$ cat config.mk
export PLATFORM = sky130hd
export DESIGN_NAME = rom_dl_router
export DESIGN_NICKNAME = d
export VERILOG_FILES = /design/src/rtl/rom_dl_pkg.sv /design/src/rtl/rom_region_decode.sv /design/src/rtl/rom_dl_router.sv
export SDC_FILE = /design/constraint.sdc
export NUM_CORES = 1
export LEC_CHECK = 0
export CAP_MARGIN = 20
export CORE_ASPECT_RATIO = 1.4
export CORE_MARGIN = 3
export CORE_UTILIZATION = 45
export DETAILED_ROUTE_END_ITERATION = 6
export PLACE_DENSITY = 0.89
export REMOVE_ABC_BUFFERS = 1
export SLEW_MARGIN = 20
export SYNTH_ARGS = -nofsm -noshare
export SYNTH_HDL_FRONTEND = slang
export SYNTH_SLANG_ARGS = --single-unit
export TNS_END_PERCENT = 10
$ cat constraint.sdc
create_clock -name clk_sys -period 5.4 [get_ports clk_sys]
set_input_delay 0.81 -clock clk_sys [delete_from_list [all_inputs] [get_ports clk_sys]]
set_output_delay 0.81 -clock clk_sys [all_outputs]
set_load 0.02 [all_outputs]
$ cat src/rtl/rom_dl_pkg.sv
// Shared types and constants for the ROM download router.
package rom_dl_pkg;
  typedef enum logic [1:0] {IDLE, LOAD, DONE} state_e;

  localparam logic [1:0] ERR_SHORT = 2'b01;
  localparam logic [1:0] ERR_OVF   = 2'b10;
  localparam int         IDX_W     = 4;

  // log2 of bytes per output word; this is the byte-to-word address shift
  function automatic int word_shift(input int data_w);
    return $clog2(data_w / 8);
  endfunction
endpackage

$ cat src/rtl/rom_region_decode.sv
// Maps an absolute ioctl byte address onto a region index and region-relative offset.
module rom_region_decode
  import rom_dl_pkg::*;
#(
  parameter int                NUM_REGIONS = 8,
  parameter int                ADDR_W      = 17,
  parameter logic [16*25-1:0]  REGION_BASE = {16{25'h0}},
  parameter logic [24:0]       TOTAL_SIZE  = 25'h1C320
) (
  input  logic [24:0]       addr_i,
  output logic              hit_o,
  output logic [IDX_W-1:0]  idx_o,
  output logic [ADDR_W-1:0] offset_o
);
  // Bases ascend, so the last match in the scan is the highest qualifying region.
  always_comb begin
    idx_o    = '0;
    offset_o = ADDR_W'(addr_i - REGION_BASE[24:0]);
    for (int i = 1; i < NUM_REGIONS; i++) begin
      if (addr_i >= REGION_BASE[i*25 +: 25]) begin
        idx_o    = IDX_W'(i);
        offset_o = ADDR_W'(addr_i - REGION_BASE[i*25 +: 25]);
      end
    end
    hit_o = (addr_i >= REGION_BASE[24:0]) && (addr_i < TOTAL_SIZE);
  end
endmodule

$ cat src/rtl/rom_dl_router.sv
// Routes the hps_io ioctl byte stream into per-region ROM write ports, packs
// bytes into DATA_W words, captures DIP bytes and tracks load status.
module rom_dl_router
  import rom_dl_pkg::*;
#(
  parameter int               NUM_REGIONS = 8,
  parameter int               ADDR_W      = 17,
  parameter int               DATA_W      = 8,
  parameter logic [16*25-1:0] REGION_BASE = {16{25'h0}},
  parameter logic [24:0]      TOTAL_SIZE  = 25'h1C320,
  parameter logic [7:0]       ROM_INDEX   = 8'd0,
  parameter logic [7:0]       DIP_INDEX   = 8'd254,
  parameter int               DIP_BYTES   = 2
) (
  input  logic                   clk_sys,
  input  logic                   reset,
  input  logic                   ioctl_download,
  input  logic                   ioctl_wr,
  input  logic [24:0]            ioctl_addr,
  input  logic [7:0]             ioctl_dout,
  input  logic [7:0]             ioctl_index,
  output logic [NUM_REGIONS-1:0] rom_wr,
  output logic [ADDR_W-1:0]      rom_addr,
  output logic [DATA_W-1:0]      rom_data,
  output logic [8*DIP_BYTES-1:0] dip_sw,
  output logic                   load_done,
  output logic                   load_err,
  output logic [1:0]             err_code,
  output logic [24:0]            bytes_loaded
);
  localparam int SH = word_shift(DATA_W);

  state_e state_q, state_d;
  logic hit, is_rom, start, rom_byte, acc, ovf, fin;
  logic [IDX_W-1:0]  idx;
  logic [ADDR_W-1:0] off, waddr;

  logic                   out_vld;
  logic [IDX_W-1:0]       out_idx;
  logic [ADDR_W-1:0]      out_addr;
  logic [DATA_W-1:0]      out_data;
  logic [NUM_REGIONS-1:0] rom_wr_q, rom_wr_d;
  logic [ADDR_W-1:0]      rom_addr_q;
  logic [DATA_W-1:0]      rom_data_q;
  logic [8*DIP_BYTES-1:0] dip_q, dip_d;
  logic [24:0]            bytes_q, bytes_d;
  logic [1:0]             err_q, err_d;
  logic                   lerr_q, lerr_d, done_q, done_d;

  rom_region_decode #(
    .NUM_REGIONS (NUM_REGIONS),
    .ADDR_W      (ADDR_W),
    .REGION_BASE (REGION_BASE),
    .TOTAL_SIZE  (TOTAL_SIZE)
  ) u_dec (
    .addr_i   (ioctl_addr),
    .hit_o    (hit),
    .idx_o    (idx),
    .offset_o (off)
  );

  assign waddr    = off >> SH;
  assign is_rom   = (ioctl_index == ROM_INDEX);
  assign start    = ioctl_download && is_rom && (state_q != LOAD);
  assign rom_byte = (state_q == LOAD) && ioctl_wr && is_rom;
  assign acc      = rom_byte && hit;
  assign ovf      = rom_byte && !hit;
  assign fin      = (state_q == LOAD) && !ioctl_download;

  always_ff @(posedge clk_sys) begin
    if (reset) state_q <= IDLE;
    else       state_q <= state_d;
  end

  always_comb begin
    state_d = state_q;
    case (state_q)
      IDLE, DONE: if (start) state_d = LOAD;
      LOAD:       if (!ioctl_download) state_d = DONE;
      default:    state_d = IDLE;
    endcase
  end

  // A byte arriving on the final LOAD cycle is counted before the length check.
  always_comb begin
    bytes_d = bytes_q;
    err_d   = err_q;
    lerr_d  = lerr_q;
    done_d  = done_q;
    if (start) begin
      bytes_d = '0;
      err_d   = '0;
      lerr_d  = 1'b0;
      done_d  = 1'b0;
    end else begin
      if (acc && bytes_q != '1) bytes_d = bytes_q + 25'd1;
      if (ovf) err_d = err_d | ERR_OVF;
      if (fin) begin
        if (bytes_d < TOTAL_SIZE) err_d = err_d | ERR_SHORT;
        done_d = (err_d == 2'b00);
      end
      lerr_d = lerr_q | (err_d != 2'b00);
    end
  end

  always_comb begin
    dip_d = dip_q;
    for (int k = 0; k < DIP_BYTES; k++)
      if (ioctl_wr && ioctl_index == DIP_INDEX && ioctl_addr == 25'(k))
        dip_d[8*k +: 8] = ioctl_dout;
  end

  if (DATA_W == 16) begin : g_pack16
    logic              lat_vld_q, lat_vld_d, pnd_vld_q, pnd_vld_d;
    logic [7:0]        lat_byte_q, lat_byte_d;
    logic [IDX_W-1:0]  lat_idx_q, lat_idx_d, pnd_idx_q, pnd_idx_d;
    logic [ADDR_W-1:0] lat_addr_q, lat_addr_d, pnd_addr_q, pnd_addr_d;
    logic [15:0]       pnd_data_q, pnd_data_d, a_data, b_data;
    logic              same, a_vld, b_vld;

    // A = flush of a stale latched low byte, B = word completed by this byte.
    always_comb begin
      same       = lat_vld_q && lat_idx_q == idx && lat_addr_q == waddr;
      a_vld      = 1'b0;
      b_vld      = 1'b0;
      a_data     = {8'h00, lat_byte_q};
      b_data     = {ioctl_dout, 8'h00};
      lat_vld_d  = lat_vld_q;
      lat_byte_d = lat_byte_q;
      lat_idx_d  = lat_idx_q;
      lat_addr_d = lat_addr_q;
      if (acc) begin
        a_vld = lat_vld_q && !same;
        if (off[0]) begin
          b_vld     = 1'b1;
          b_data    = {ioctl_dout, same ? lat_byte_q : 8'h00};
          lat_vld_d = 1'b0;
        end else if (fin) begin
          b_vld     = 1'b1;
          b_data    = {8'h00, ioctl_dout};
          lat_vld_d = 1'b0;
        end else begin
          lat_vld_d  = 1'b1;
          lat_byte_d = ioctl_dout;
          lat_idx_d  = idx;
          lat_addr_d = waddr;
        end
      end else if (fin) begin
        a_vld     = lat_vld_q;
        lat_vld_d = 1'b0;
      end
      if (start) lat_vld_d = 1'b0;

      // One pending slot: hps_io spaces byte strobes by several clocks.
      pnd_vld_d  = 1'b0;
      pnd_idx_d  = pnd_idx_q;
      pnd_addr_d = pnd_addr_q;
      pnd_data_d = pnd_data_q;
      out_vld    = 1'b1;
      out_idx    = pnd_idx_q;
      out_addr   = pnd_addr_q;
      out_data   = pnd_data_q;
      if (pnd_vld_q) begin
        if (a_vld || b_vld) begin
          pnd_vld_d  = 1'b1;
          pnd_idx_d  = a_vld ? lat_idx_q : idx;
          pnd_addr_d = a_vld ? lat_addr_q : waddr;
          pnd_data_d = a_vld ? a_data : b_data;
        end
      end else if (a_vld) begin
        out_idx  = lat_idx_q;
        out_addr = lat_addr_q;
        out_data = a_data;
        if (b_vld) begin
          pnd_vld_d  = 1'b1;
          pnd_idx_d  = idx;
          pnd_addr_d = waddr;
          pnd_data_d = b_data;
        end
      end else begin
        out_vld  = b_vld;
        out_idx  = idx;
        out_addr = waddr;
        out_data = b_data;
      end
    end

    always_ff @(posedge clk_sys) begin
      if (reset) begin
        lat_vld_q  <= 1'b0;
        lat_byte_q <= '0;
        lat_idx_q  <= '0;
        lat_addr_q <= '0;
        pnd_vld_q  <= 1'b0;
        pnd_idx_q  <= '0;
        pnd_addr_q <= '0;
        pnd_data_q <= '0;
      end else begin
        lat_vld_q  <= lat_vld_d;
        lat_byte_q <= lat_byte_d;
        lat_idx_q  <= lat_idx_d;
        lat_addr_q <= lat_addr_d;
        pnd_vld_q  <= pnd_vld_d;
        pnd_idx_q  <= pnd_idx_d;
        pnd_addr_q <= pnd_addr_d;
        pnd_data_q <= pnd_data_d;
      end
    end
  end else begin : g_pack8
    assign out_vld  = acc;
    assign out_idx  = idx;
    assign out_addr = waddr;
    assign out_data = DATA_W'(ioctl_dout);
  end

  always_comb begin
    rom_wr_d = '0;
    for (int r = 0; r < NUM_REGIONS; r++)
      rom_wr_d[r] = out_vld && (out_idx == IDX_W'(r));
  end

  always_ff @(posedge clk_sys) begin
    if (reset) begin
      rom_wr_q   <= '0;
      rom_addr_q <= '0;
      rom_data_q <= '0;
      dip_q      <= '0;
      bytes_q    <= '0;
      err_q      <= '0;
      lerr_q     <= 1'b0;
      done_q     <= 1'b0;
    end else begin
      rom_wr_q <= rom_wr_d;
      if (out_vld) begin
        rom_addr_q <= out_addr;
        rom_data_q <= out_data;
      end
      dip_q   <= dip_d;
      bytes_q <= bytes_d;
      err_q   <= err_d;
      lerr_q  <= lerr_d;
      done_q  <= done_d;
    end
  end

  assign rom_wr       = rom_wr_q;
  assign rom_addr     = rom_addr_q;
  assign rom_data     = rom_data_q;
  assign dip_sw       = dip_q;
  assign load_done    = done_q;
  assign load_err     = lerr_q;
  assign err_code     = err_q;
  assign bytes_loaded = bytes_q;
endmodule

### Word level (Yosys, flattened, before mapping)

Cells that the tools add are included.

| storage, ports and cells | value |
|---|---|
| bits in writable memories | 0 |
| bits in registers | 80 |
| memory bits (read-only) | 0 |
| memories | 0 |
| latch bits | 0 |
| logic and storage cells | 73 |
| input port bits | 45 |

| operators by class | value |
|---|---|
| $lt $le $gt $ge | 3 |
| reductions and logical operators | 31 |
| multiply operators | 0 |
| equal/unequal tests | 15 |
| multiplexer cells | 12 |
| bitwise operators | 1 |
| divide/modulo/power cells | 0 |
| shifts and indexed selects | 0 |
| $add $sub $neg | 1 |

Operators by type and width:

| kind | number |
|---|---|
| less-than comparator 25 x 17 -> 1 bit, second input constant | 2 |
| two-way mux 25 bit | 2 |
| adder 25 x 1 -> 25 bit, second input constant | 1 |
| equality test 25 x 1 -> 1 bit, second input constant | 1 |
| >= comparator 25 x 1 -> 1 bit, second input constant | 1 |
| logical NOT 25 bit | 1 |
| != test 25 bit, second input constant | 1 |
| logical AND 1 bit | 20 |
| equality test 4 x 3 -> 1 bit, second input constant | 4 |
| two-way mux 2 bit | 7 |
| equality test 4 x 2 -> 1 bit, second input constant | 2 |
| equality test 8 bit, second input constant | 1 |
| logical NOT 8 bit | 1 |
| equality test 4 x 1 -> 1 bit, second input constant | 1 |
| logical NOT 2 bit | 2 |
| logical NOT 4 bit | 1 |
| != test 2 bit, second input constant | 2 |
| one-hot mux 2 bit (2 select lines) | 1 |
| OR reduction 2 bit | 2 |
| two-way mux 3 bit | 1 |
| equality test 2 x 1 -> 1 bit, second input constant | 1 |
| equality test 2 bit, second input constant | 1 |
| logical NOT 1 bit | 2 |
| != test 2 x 1 -> 1 bit, second input constant | 1 |
| other kinds (4) | 4 |

### Longest topological paths before layout

Gate-level depths: netlist of the first run.

| depth | value |
|---|---|
| depth in word-level cells | 15 |
| gate-level depth with buffers | 10 |

### Hierarchy

A second synthesis of the first run with hierarchy kept.

| second synthesis, totals | value |
|---|---|
| cells, all modules | 452 |
| area, all modules | 3,797.4 µm² |

Modules (own cells, without submodules):

| module | cells an instance | area an instance (µm²) | instances |
|---|---|---|---|
| rom_dl_router | 422 | 3,574.7 | 1 |
| rom_region_decode | 30 | 222.7 | 1 |

### Least setup slack after synthesis of the first run

Ideal clock, no wire load.

| timing path | value |
|---|---|
| path kind | input to register |
| start | input ioctl_index[7] |
| end | register err_q[0] (netlist: err_code[0]) |
| library setup time | 0.069 ns |
| stages | 9 |
| path buffers | 1 |
| path slack | 2.360 ns |
| data required time | 5.331 ns |
| data arrival time | 2.971 ns |
| path through | nor4_2 > and3_1 > buf_2 > nand3_2 > nor3_1 > mux2_2 > or4_4 > nand4b_1 > o21ai_1 |

| between the ends | value |
|---|---|
| longest elaborated chain between the ends | 12 |
| elaborated cells on any way between the ends | 15 |
| those cells by class | order compare (1); mux (7); reduce/logical (7) |

RTL lines:

| what | RTL line | RTL |
|---|---|---|
| start, declared | rom_dl_router.sv:21 | `input logic [7:0] ioctl_index,` |
| logical NOT 8 bit * | rom_dl_router.sv:63 | `assign is_rom = (ioctl_index == ROM_INDEX);` |
| logical AND 1 bit | rom_dl_router.sv:65 | `assign rom_byte = (state_q == LOAD) && ioctl_wr && is_rom;` |
| logical AND 1 bit | rom_dl_router.sv:66 | `assign acc = rom_byte && hit;` |
| logical AND 1 bit | rom_dl_router.sv:96 | `if (acc && bytes_q != '1) bytes_d = bytes_q + 25'd1;` |
| two-way mux 25 bit | rom_dl_router.sv:96 |  |
| two-way mux 25 bit | rom_dl_router.sv:90 | `if (start) begin` |
| less-than comparator 25 x 17 -> 1 bit | rom_dl_router.sv:99 | `if (bytes_d < TOTAL_SIZE) err_d = err_d \| ERR_SHORT;` |
| two-way mux 1 bit | rom_dl_router.sv:99 |  |
| two-way mux 2 bit | rom_dl_router.sv:98 | `if (fin) begin` |
| two-way mux 2 bit | rom_dl_router.sv:90 |  |
| two-way mux 2 bit | rom_dl_router.sv:98 |  |
| two-way mux 2 bit | rom_dl_router.sv:90 |  |
| end signal, assigned | rom_dl_router.sv:240 | `err_q <= err_d;` |
| end, declared | rom_dl_router.sv:47 | `logic [1:0] err_q, err_d;` |

Mark *: on every way between the ends. The rest lies on a longest branch, timed or not. The select of a mux whose other input is x is not followed.
A chain may end at the register's enable or synchronous reset.

### Final worst setup path of the first run

| timing path | value |
|---|---|
| start | input ioctl_index[7] |
| end | register lerr_q (netlist: load_err) |

| between the ends | value |
|---|---|
| longest elaborated chain between the ends | 14 |
| elaborated cells on any way between the ends | 19 |
| those cells by class | order compare (1); mux (8); bitwise (1); reduce/logical (9) |

RTL lines:

| what | RTL line | RTL |
|---|---|---|
| logical NOT 8 bit * | rom_dl_router.sv:63 |  |
| logical AND 1 bit | rom_dl_router.sv:65 |  |
| logical AND 1 bit | rom_dl_router.sv:66 |  |
| logical AND 1 bit | rom_dl_router.sv:96 |  |
| two-way mux 25 bit | rom_dl_router.sv:96 |  |
| two-way mux 25 bit | rom_dl_router.sv:90 |  |
| less-than comparator 25 x 17 -> 1 bit | rom_dl_router.sv:99 |  |
| two-way mux 1 bit | rom_dl_router.sv:99 |  |
| two-way mux 2 bit | rom_dl_router.sv:98 |  |
| two-way mux 2 bit | rom_dl_router.sv:90 |  |
| two-way mux 2 bit | rom_dl_router.sv:98 |  |
| two-way mux 2 bit | rom_dl_router.sv:90 |  |
| nonzero test 2 bit | rom_dl_router.sv:102 | `lerr_d = lerr_q \| (err_d != 2'b00);` |
| bitwise OR 1 bit | rom_dl_router.sv:102 |  |
| end signal, assigned | rom_dl_router.sv:241 | `lerr_q <= lerr_d;` |
| end, declared | rom_dl_router.sv:48 | `logic lerr_q, lerr_d, done_q, done_d;` |

Marks and branches as above.

==> flow_summary.toml, run 1 <==
[power]
ir_drop_uv = 196
power.share.clock_pct = 45.9
power_frac_seq_pct = 48.6
combPwrFrac_pct = 5.5
intPower_uw = 859
switching_share_pct = 22.4
power_density_nw_per_um2 = 226
p_sw_uw = 248
p_leak_nw = 1.70

[final_layout]
area_growth_pct = 41.7
drive_gt1_share_pct = 7.71
layout.nets = 573
final_common_cell = "clkdlybuf4s50_1"
antenna_cells = 0
final_cell_mix = "clkdlybuf4s50_1, dfxtp_1, nand2_1"

[routing]
drc_errors = 0
vias_per_cell = 5.50
num_vias = 3460
ant_nets = 0
drt-total-wl_mm = 10.2
drtIter0Drc = 204
wire_per_inst_um = 16.2
first_pass_iters = 4

[synth]
synth-edff-count = 0
synth_warnings = 0
syn_inst = 416
synth_top_area_cell = "dfxtp_1"
ys_async_sr_fraction_pct = 0
yosysUniqueCellTypes = 57
synth.area.top_cells = "dfxtp_1, nand2_1, mux2i_1, nor2_1, a21oi_1"
yosys_most_used_dff = "dfxtp_1"
netlist_area_um2 = 3460
synth-seq-cells = 73
avgSynthCellArea_um2 = 8.33
seq_area_frac_synth_pct = 42.2
synth_top_area_share_pct = 42.2

[timing]
finalHoldViolations = 0
period_share_pct = 64.0
setup_viol = 0
clock_skew_ns = 0.00681
setup_ws_ns = 1.95
worstMarginPinSlew_ns = 0.791
rsz0062_at_grt = "false"
tns_ns = 0
fmax_mhz = 289
holdWs_ns = 0.453
slew_headroom_pct = 46.9
min_period_ns = 3.45
drv_slew = 0

[run]
maxCapViolCount = 0

[cts]
numCtsBuffers = 9
post_cts_buffers = 0
cts_sinks = 73
clk_latency_ns = 0.36
cts_resized = 0
path_clk_slew_ns = 0.08
cts_tree = "done"
postCtsHoldBufs = 0
clockBufferDepth = 2
htreeDepth = 3
cts_root_buf = "clkbuf_8"

[placed_design]
gp_congestion = 0.890
dp_slack_ns = 1.61
dp_hpwl_mm = 7.54
portBuffers = 115

[setup_path]
slowest_stage = "and3_1"
path_buf_inv = 1
critPathKind = "in -> reg"
crit_chain = "clkdlybuf4s50_1 > nor4_2 > and3_1 > nand3_2 > nor3_1 > mux2_2 > or4_4 > nand4b_1 > o21ai_1"
cp.required_ns = 5.69
arrival_ns = 3.75
cp_top_family = "simple AND/OR/NAND/NOR gates"
end_kind = "flop"
startpoint_type = "input port"
crit_fanout = 10
critPathMaxStageDelay_ns = 0.49

[floorplanning]
start_util_pct = 46.8
rows = 37
die_x_um = 80.1
dieArea_um2 = 8800
num_io_pins = 123
core-area_um2 = 7410
chipHeight_um = 110

[grt]
grt_pass1_wl_mm = 16.2
grt_util_met3_pct = 9.84
grt_pass1_vias = 3424
grt_max_degree = 47
grt_overflow_total = 0
use_met1_pct = 25.5
grt_use_met2_pct = 41.5
grt_usage_pct = 23.9
antenna_found_initial = 0
grt.busiest_layer = "met2"

[min_path]
hp-class = "reg -> reg"

[outcome]
status = "finished, final reports clean"
## power by group through the flow
stage	Clock (mW)	Combinational (mW)	Sequential (mW)
2_1_floorplan	0	0.0118	0.551
3_3_place_gp	0	0.0584	0.550
3_5_place_dp	0	0.0596	0.550
4_1_cts	0.512	0.0601	0.538
5_1_grt	0.533	0.0651	0.538
6_report	0.508	0.0611	0.538
## sequential cells by signal (all words and copies together) (netlist names)
register / flops
bytes_loaded: 25
load_err: 1
dip_sw: 16
load_done: 1
err_code: 2
rom_wr: 1
rom_addr: 17
rom_data: 8
state_q: 2
## worst min-delay path: stages, from the launching register on
cell and delay (ns):
dfxtp_1 0.31, nand2_1 0.05, a21oi_1 0.05
## kinds of logic (layout without fill, tap and decap cells)
family	after synthesis	in the layout	share of synthesized area [%]
AND/OR/NAND/NOR	212	212	31.2
flip-flops	73	73	42.2
AO/OA/AOI/OAI	58	58	10.6
buffers and inverters	29	139	4.08
multiplexers	22	22	6.39
XOR/XNOR	20	20	5.06
adder cells (fa/ha/maj)	1	1	0.361
other	1	7	0.108
## path summary, 6_finish.rpt
kind / start / to / slack, ns / depth (start not counted)
worst min-delay path: rom_addr[12] / rom_addr[12] / 0.45 / 2
worst max-delay path: ioctl_index[7] / load_err / 1.95 / 9
worst min register to register: rom_addr[12] / rom_addr[12] / 0.45 / 2
worst max register to register: bytes_loaded[0] / load_err / 2.44 / 9
## stage by stage
stage / area, µm² / std cells / util [%] / power (mW)
floorplan: 3360 / 398 / - / 0.562
global placement: 4660 / 613 / 62.9 / 0.609
detailed placement: 4660 / 613 / 62.9 / 0.610
CTS: 4900 / 629 / 66.1 / 1.11
global route: 4910 / 629 / 66.3 / 1.14
finish: 4910 / 629 / 66.3 / 1.11
## routing by layer
metal  share of wire, %  wire [µm]
met1                 38       3840
met2                 50       5130
met3                 10       1010
met4                2.1        209
met5                  0          0
## cell usage after synthesis (9+ instances only)
| cell type | number |
|---|---|
| a21oi_1 | 32 |
| clkbuf_1 | 12 |
| dfxtp_1 | 73 |
| mux2i_1 | 21 |
| nand2_1 | 67 |
| nand3_1 | 15 |
| nand4_1 | 10 |
| nor2_1 | 53 |
| nor3_1 | 13 |
| nor4_1 | 11 |
| xnor2_1 | 9 |
| xor2_1 | 11 |
## layout make-up
cell class | instances | area (µm²)
fillers | 597 | 2500
multi-input cells | 320 | 1890
flip-flops and latches | 73 | 1460
repair buffers | 118 | 1170
clock buffers | 11 | 151
well taps | 97 | 121
clock inverters | 5 | 86.3
inverters | 5 | 18.8
No activity file was read; power rests on OpenSTA's default activity.
==> run 2: changes to the inputs <==
--- a/config.mk
+++ b/config.mk
@@ -8,9 +8,9 @@
 export CAP_MARGIN = 20
 export CORE_ASPECT_RATIO = 1.4
 export CORE_MARGIN = 3
-export CORE_UTILIZATION = 45
+export CORE_UTILIZATION = 41
 export DETAILED_ROUTE_END_ITERATION = 6
-export PLACE_DENSITY = 0.89
+export PLACE_DENSITY = 0.86
 export REMOVE_ABC_BUFFERS = 1
 export SLEW_MARGIN = 20
 export SYNTH_ARGS = -nofsm -noshare
==> constraint.sdc (replaced) <==
create_clock -name clk_sys -period 3 [get_ports clk_sys]
set_input_delay 0.45 -clock clk_sys [delete_from_list [all_inputs] [get_ports clk_sys]]
set_output_delay 0.45 -clock clk_sys [all_outputs]
set_load 0.02 [all_outputs]
==> run 2 against run 1 <==
Against the previous run:
- sequential cell count unchanged
- combinational power up 98%
- clock-buffer cell count up 1
==> flow_summary.toml, run 2 (synthesis results as in run 1) <==
[outcome]
status = "finished, final reports clean"

[setup_path]
rr_endpoint = "err_code[0]"
r2r.worst_path.cells = 10
r2r_start = "bytes_loaded[1]"
startpoint_type = "input port"
end_kind = "flop"
rrSetupSlack_ns = 0.14
path_buf_inv = 4
critPathKind = "in -> reg"
path_common_cell = "buf_4"
crit_chain = "clkdlybuf4s50_1 > nor4_2 > and3_1 > buf_4 > nand3_1 > buf_4 > nor4_1 > buf_4 > mux2i_1 > nor2_1 > nand4b_1 > o21ai_1"
crit_fanout = 8
path_depth = 12
arrival_ns = 3.07
cp_top_family = "simple AND/OR/NAND/NOR gates"
slowest_stage = "clkdlybuf4s50_1"
critPathMaxStageDelay_ns = 0.44
cp.required_ns = 3.20
cp-endpoint = "load_err"
startpoint = "ioctl_index[1]"

[power]
intPower_mw = 1.73
power_density_nw_per_um2 = 418
power.share.clock_pct = 50.2
ir_drop_uv = 312
power_frac_seq_pct = 44.3
switching_share_pct = 21.2
p_sw_uw = 464
combPwrFrac_pct = 5.5
p_leak_nw = 1.90

[cts]
post_cts_buffers = 0
cts_sinks = 73
htreeDepth = 3
numCtsBuffers = 9
path_clk_slew_ns = 0.06
clk_latency_ns = 0.34
cts_root_buf = "clkbuf_16"
postCtsHoldBufs = 0
cts_resized = 0
cts_tree = "done"
clockBufferDepth = 2

[final_layout]
drive_gt1_share_pct = 13.3
seqCellArea_um2 = 1460
area_growth_pct = 51.1
largest_reg_flops = 25
final_common_cell = "clkdlybuf4s50_1"
antenna_cells = 0
stdcell_count = 668
final_cell_mix = "clkdlybuf4s50_1, dfxtp_1, nand2_1"
multiInputGateArea_um2 = 1890
fillCellCount = 680
layout.nets = 607

[placed_design]
dp_hpwl_mm = 8.14
gp_congestion = 0.924
dp.cells = 652
portBuffers = 115
dp_slack_ns = -0.224

[routing]
wire_per_inst_um = 16.0
ant_nets = 0
first_pass_iters = 4
vias_per_cell = 5.37
drc_errors = 0
num_vias = 3587
drt-total-wl_mm = 10.7
drtIter0Drc = 232

[floorplanning]
rows = 39
start_util_pct = 42.2
chipHeight_um = 115
num_io_pins = 123
core-area_um2 = 8200
dieArea_um2 = 9600
die_x_um = 83.7

[grt]
grt_usage_pct = 22.3
grt_pass1_wl_mm = 17.2
grt_pass1_vias = 3615
antenna_found_initial = 0
grt_overflow_total = 0
grt_max_degree = 47

[timing]
fmax_mhz = 349
drv_slew = 0
setup_viol = 0
finalHoldViolations = 0
holdWs_ns = 0.452
slew_headroom_pct = 56.8
clock_skew_ns = 0.00666
setup_ws_ns = 0.131
worstMarginPinSlew_ns = 0.648
min_period_ns = 2.87
tns_ns = 0
rsz0062_at_grt = "false"
period_share_pct = 95.6

[min_path]
hp-class = "reg -> reg"

[run]
maxCapViolCount = 0
-- run 2: cell count changes in the layout (fill, tap and decap cells not counted), sizes merged --
| cell | delta |
|---|---|
| clkinvlp | +1 |
| buf | +34 |
| clkbuf | +1 |
| inv | -1 |
| bufinv | -1 |
-- run 2: power groups by stage --
| stage | combinational (mW) | sequential [mW] | clock (mW) |
|---|---|---|---|
| detailed placement | 0.120 | 0.991 | 0 |
| finish | 0.121 | 0.970 | 1.10 |
| global route | 0.128 | 0.969 | 1.14 |
| floorplan | 0.0213 | 0.991 | 0 |
| global placement | 0.118 | 0.991 | 0 |
| CTS | 0.120 | 0.970 | 1.12 |
-- run 2: how the worst min path moves through the flow --
stage / start / endpoint / cells past startpoint / slack (ns)
after detailed placement: rom_addr[5] / rom_addr[5] / 2 / 0.45
after global routing: rom_addr[9] / rom_addr[9] / 2 / 0.47
after floorplan: state_q[1] / state_q[1] / 2 / 0.50
after CTS: rom_data[6] / rom_data[6] / 2 / 0.45
final: rom_addr[13] / rom_addr[13] / 2 / 0.45
after global placement: rom_addr[7] / rom_addr[7] / 2 / 0.44
-- run 2: final cells by class --
class	instances	area share, %
Timing Repair Buffer	152	27.3
Sequential cell	73	27.9
Tap cell	102	2.44
Clock inverter	4	0.980
Clock buffer	12	4.90
Inverter	5	0.359
Multi-Input combinational cell	320	36.1
-- run 2: tightest hold or removal path, delay by kind of cell (launching register included) --
family,cells,cell delay (ns)
flops,1,0.31
compound gates,1,0.05
simple gates,1,0.05
-- run 2: stage by stage --
step | cell area (µm²) | utilization, % | total power [mW]
after CTS | 5230 | 63.8 | 2.21
after detailed placement | 4920 | 60.1 | 1.11
after floorplan | 3360 | - | 1.01
after global placement | 4920 | 60.1 | 1.11
final | 5230 | 63.8 | 2.19
after global routing | 5230 | 63.8 | 2.24
-- run 2: metal layers --
metal	up-vias	track usage, %	wire (µm)
li1	1738	-	-
met3	21	8.75	965
met4	0	10.2	269
met1	1688	22.3	3890
met5	-	0	0
met2	140	40.8	5540
==> run 3: changes to the inputs <==
--- a/config.mk
+++ b/config.mk
@@ -8,9 +8,10 @@
 export CAP_MARGIN = 20
 export CORE_ASPECT_RATIO = 1.4
 export CORE_MARGIN = 3
-export CORE_UTILIZATION = 41
+export CORE_UTILIZATION = 42
+export CTS_BUF_LIST = sky130_fd_sc_hd__clkbuf_2 sky130_fd_sc_hd__clkbuf_4 sky130_fd_sc_hd__clkbuf_8
 export DETAILED_ROUTE_END_ITERATION = 6
-export PLACE_DENSITY = 0.86
+export PLACE_DENSITY = 0.88
 export REMOVE_ABC_BUFFERS = 1
 export SLEW_MARGIN = 20
 export SYNTH_ARGS = -nofsm -noshare
==> run 3 against run 2 <==
Against the previous run:
- sequential cell count stayed put
- sequential share of layout area increased by 0.17 points
- critical path type unchanged
- worst hold slack better by 0.0032 ns
- largest power group unchanged
- wire length rose by 6.7%
- global-route usage grew 3.0 points
- critical path depth is 2 lower
- clock-buffer cell count is the same
- via count grew 3.0%
- power fell by 4.7%
- register-to-register slack gained 0.12 ns
- die area is 2.2% lower
==> flow_summary.toml, run 3 (synthesis results as in run 1) <==
[outcome]
status = "finished, final reports clean"

[cts]
htreeDepth = 3
clockBufferDepth = 2
path_clk_slew_ns = 0.08
cts_resized = 0
cts_root_buf = "clkbuf_8"
numCtsBuffers = 9
clk_latency_ns = 0.36
postCtsHoldBufs = 0
post_cts_buffers = 0
cts_sinks = 73
cts_tree = "done"

[power]
p_leak_nw = 1.88
ir_drop_uv = 324
finalPower_mw = 2.09
power_density_nw_per_um2 = 401

[placed_design]
gp_congestion = 0.862
dpl-instance-area_um2 = 4920
portBuffers = 115
dp_hpwl_mm = 8.52
dp_slack_ns = -0.259

[setup_path]
crit_fanout = 8
end_kind = "flop"
startpoint_type = "input port"
arrival_ns = 3.18
startpoint = "ioctl_index[3]"
cp.required_ns = 3.28
critPathKind = "in -> reg"
r2r_start = "bytes_loaded[0]"

[final_layout]
final_common_cell = "clkdlybuf4s50_1"
layout.nets = 606
antenna_cells = 0
area_growth_pct = 50.2
fillCellCount = 628
largest_reg_flops = 25
final_cell_mix = "clkdlybuf4s50_1, dfxtp_1, nand2_1"
seqCellArea_um2 = 1460
multiInputGateArea_um2 = 1910
finalInstanceArea_um2 = 5200
drive_gt1_share_pct = 13.5

[floorplanning]
die_x_um = 82.7
core-area_um2 = 7890
dieArea_um2 = 9390
num_io_pins = 123
rows = 38
chipHeight_um = 113
start_util_pct = 43.9

[timing]
setup_ws_ns = 0.0983
slew_headroom_pct = 63.5
finalHoldViolations = 0
tns_ns = 0
fmax_mhz = 345
min_period_ns = 2.90
period_share_pct = 96.7
setup_viol = 0
worstMarginPinSlew_ns = 0.547
clock_skew_ns = 0.0125
drv_slew = 0

[routing]
drc_errors = 0
drtIter0Drc = 237
num_vias = 3693
first_pass_iters = 5
vias_per_cell = 5.55
ant_nets = 0
wire_per_inst_um = 17.1
drt-total-wl_mm = 11.4

[grt]
grt_pass1_vias = 3789
grt_usage_pct = 25.4
grt_max_degree = 47
antenna_found_initial = 0
grt_pass1_wl_mm = 18.0
grt_overflow_total = 0

[min_path]
hp-class = "reg -> reg"
worstHoldStart = "rom_addr[6]"

[run]
maxCapViolCount = 0
run 3: layer usage:
metal	GRT usage, %	up-vias	part of all wire (%)
li1	-	1741	-
met5	0	-	0
met3	10.6	24	9.4
met2	44.3	180	52
met4	10.5	0	2.9
met1	26.0	1748	36
run 3: final cells by class:
type | count | share of cell area [%]
multi-input cells | 320 | 36.6
clock inverters | 4 | 1.90
inverters | 5 | 0.361
flip-flops and latches | 73 | 28.1
repair buffers | 151 | 27.6
clock buffers | 12 | 3.05
well taps | 100 | 2.41
run 3: path summary, 6_finish.rpt:
path                       to  slack [ns]  cells after the start
hold / removal    rom_addr[6]        0.46                      2
hold reg to reg   rom_addr[6]        0.46                      2
setup reg to reg  err_code[0]        0.26                     10
setup / recovery  err_code[0]         0.1                     10
run 3: per-stage QoR:
step / util [%] / hold WS (ns) / std cells
final: 65.9 / 0.455 / 665
after global routing: 65.9 / 0.478 / 665
after CTS: 65.6 / 0.453 / 665
after detailed placement: 62.4 / 0.444 / 649
after global placement: 62.4 / 0.437 / 649
after floorplan: - / 0.502 / 398
run 3: where the power goes:
group          switching (mW)  internal, mW  total [mW]  leakage [nW]
Combinational          0.0594        0.0699       0.129          1.16
Clock                   0.381         0.609       0.990         0.130
Sequential          0.0000664         0.968       0.968         0.588
run 3: worst max-delay path, stage by stage:
cell and delay [ns]:
clkdlybuf4s50_1 0.51, nor4_4 0.40, and3_2 0.28, buf_4 0.17
nand3_1 0.17, o31a_1 0.34, nor4_2 0.36, a311o_1 0.25
nand4b_1 0.13, o21ai_1 0.11
==> RTL edit, RTL diff (flow settings as in run 3) <==
`NUM_REGIONS` is set to 8 in 2 places; all go to 10.
--- a/src/rtl/rom_region_decode.sv
+++ b/src/rtl/rom_region_decode.sv
@@ -4,3 +4,3 @@
 #(
-  parameter int                NUM_REGIONS = 8,
+  parameter int                NUM_REGIONS = 10,
   parameter int                ADDR_W      = 17,
--- a/src/rtl/rom_dl_router.sv
+++ b/src/rtl/rom_dl_router.sv
@@ -5,3 +5,3 @@
 #(
-  parameter int               NUM_REGIONS = 8,
+  parameter int               NUM_REGIONS = 10,
   parameter int               ADDR_W      = 17,
Ports: changed (resized rom_wr); port bits go from 123 to 125. No check against the original RTL was run, so the function may have changed too.
==> RTL edit against run 3 <==
Sequential cell count unchanged. Cell area decreased by 2.4%. Global-route usage decreased by 2.9 points. Die area increased by 0.68%. Critical path type is now flop to flop. Highest routed layer unchanged. Hold slack got worse by 0.0029 ns. Synthesized area increased by 0.72%. Maximum frequency increased by 1.5%. Total power decreased by 9.4%. Routed wire length decreased by 6.2%. Sequential share of layout area increased by 0.68 points. Worst setup slack improved by 0.042 ns.
==> RTL edit: results (changes against run 3) <==
[status]
status=finished, final reports clean

[yosys]
yosysUniqueCellTypes=48  ; -16%
synthMuxAreaShare_pct=5.165  ; -1.2 points
synthAdderAreaFrac_pct=0.3587  ; -0.0026 points
synth_common_cells=dfxtp_1, nand2_1, nor2_1, a21oi_1, mux2i_1

[detailed_routing]
route.layer.met1.wl_mm=3.922  ; -4.6%
drtIter0Drc=220  ; -7.2%
dr_wl_met3_mm=1.123  ; +4.5%

[min_path]
whs_endpoint=rom_addr[15]$_SDFFE_PP0P_

[worst_setup_path]
max_stage_delay_ns=0.45  ; -0.06 ns
endpoint=load_err$_SDFF_PP0_
cp_slowest_cell=dfxtp_1
setup.worst_path.start=bytes_loaded[1]$_SDFFE_PP0N_
cp_max_fo=9  ; +1
reg2reg_slack_ns=0.14  ; -0.12 ns
reg2reg_depth=11  ; +1

[pwr]
power.internal_mw=1.445  ; -12%
switching_share_pct=23.57  ; +2.5 points
leakagePower_nw=1.789  ; -4.9%
vdd_ir_drop_max_v=0.0003322  ; +2.4%

[finish]
nets=586  ; -3.3%
stdcell_count=645  ; -3.0%
drive_above_1_share_pct=13.76  ; +0.31 points

[grt]
grt_first_pass_wirelength_mm=16.98  ; -5.9%
grtUsageMet1_pct=22.44  ; -3.6 points
met2_usage_pct=39.67  ; -4.7 points
gr-usage-all-layers_pct=22.52  ; -2.9 points
grt_max_degree=45  ; -4.3%

[timing]
hold_ws_ns=0.4523  ; -0.002936 ns
clock_skew_ns=0.01050  ; -0.001995 ns

[placement]
dp.cells=627  ; -3.4%
post-place-ws_ns=-0.2030  ; +0.05567 ns
hpwlAfterDp_mm=8.020  ; -5.9%
post_dp_cell_area_um2=4857  ; -1.3%

==> RTL edit: changes by cell type after synthesis, moves of 4 or more <==
cell	delta
nand3_1	-6
or3_1	+4
xnor2_1	+4
nand4_1	-5
nor3_1	-5
nor4_2	+5
==> RTL edit: timing repair <==
item,in CTS,in global routing
setup endpoints to repair,0,3
buffers inserted,0,2
resized for setup,0,2
==> RTL edit: worst max-delay path: cells and delay by family, from the launching register on <==
kind | cells | cell delay, ns
compound gates | 3 | 0.51
xor+xnor | 1 | 0.23
buf+inv | 2 | 0.40
fa+ha+maj | 1 | 0.25
simple gates | 4 | 0.93
flops | 1 | 0.45
==> RTL edit: layout make-up <==
| type | instances | area, um^2 |
|---|---|---|
| Fill cell | 638 | 2813 |
| Multi-Input combinational cell | 307 | 1898 |
| Sequential cell | 73 | 1461 |
| Timing Repair Buffer | 146 | 1384 |
| Clock buffer | 11 | 145.1 |
| Tap cell | 100 | 125.1 |
| Clock inverter | 5 | 55.05 |
| Inverter | 3 | 11.26 |
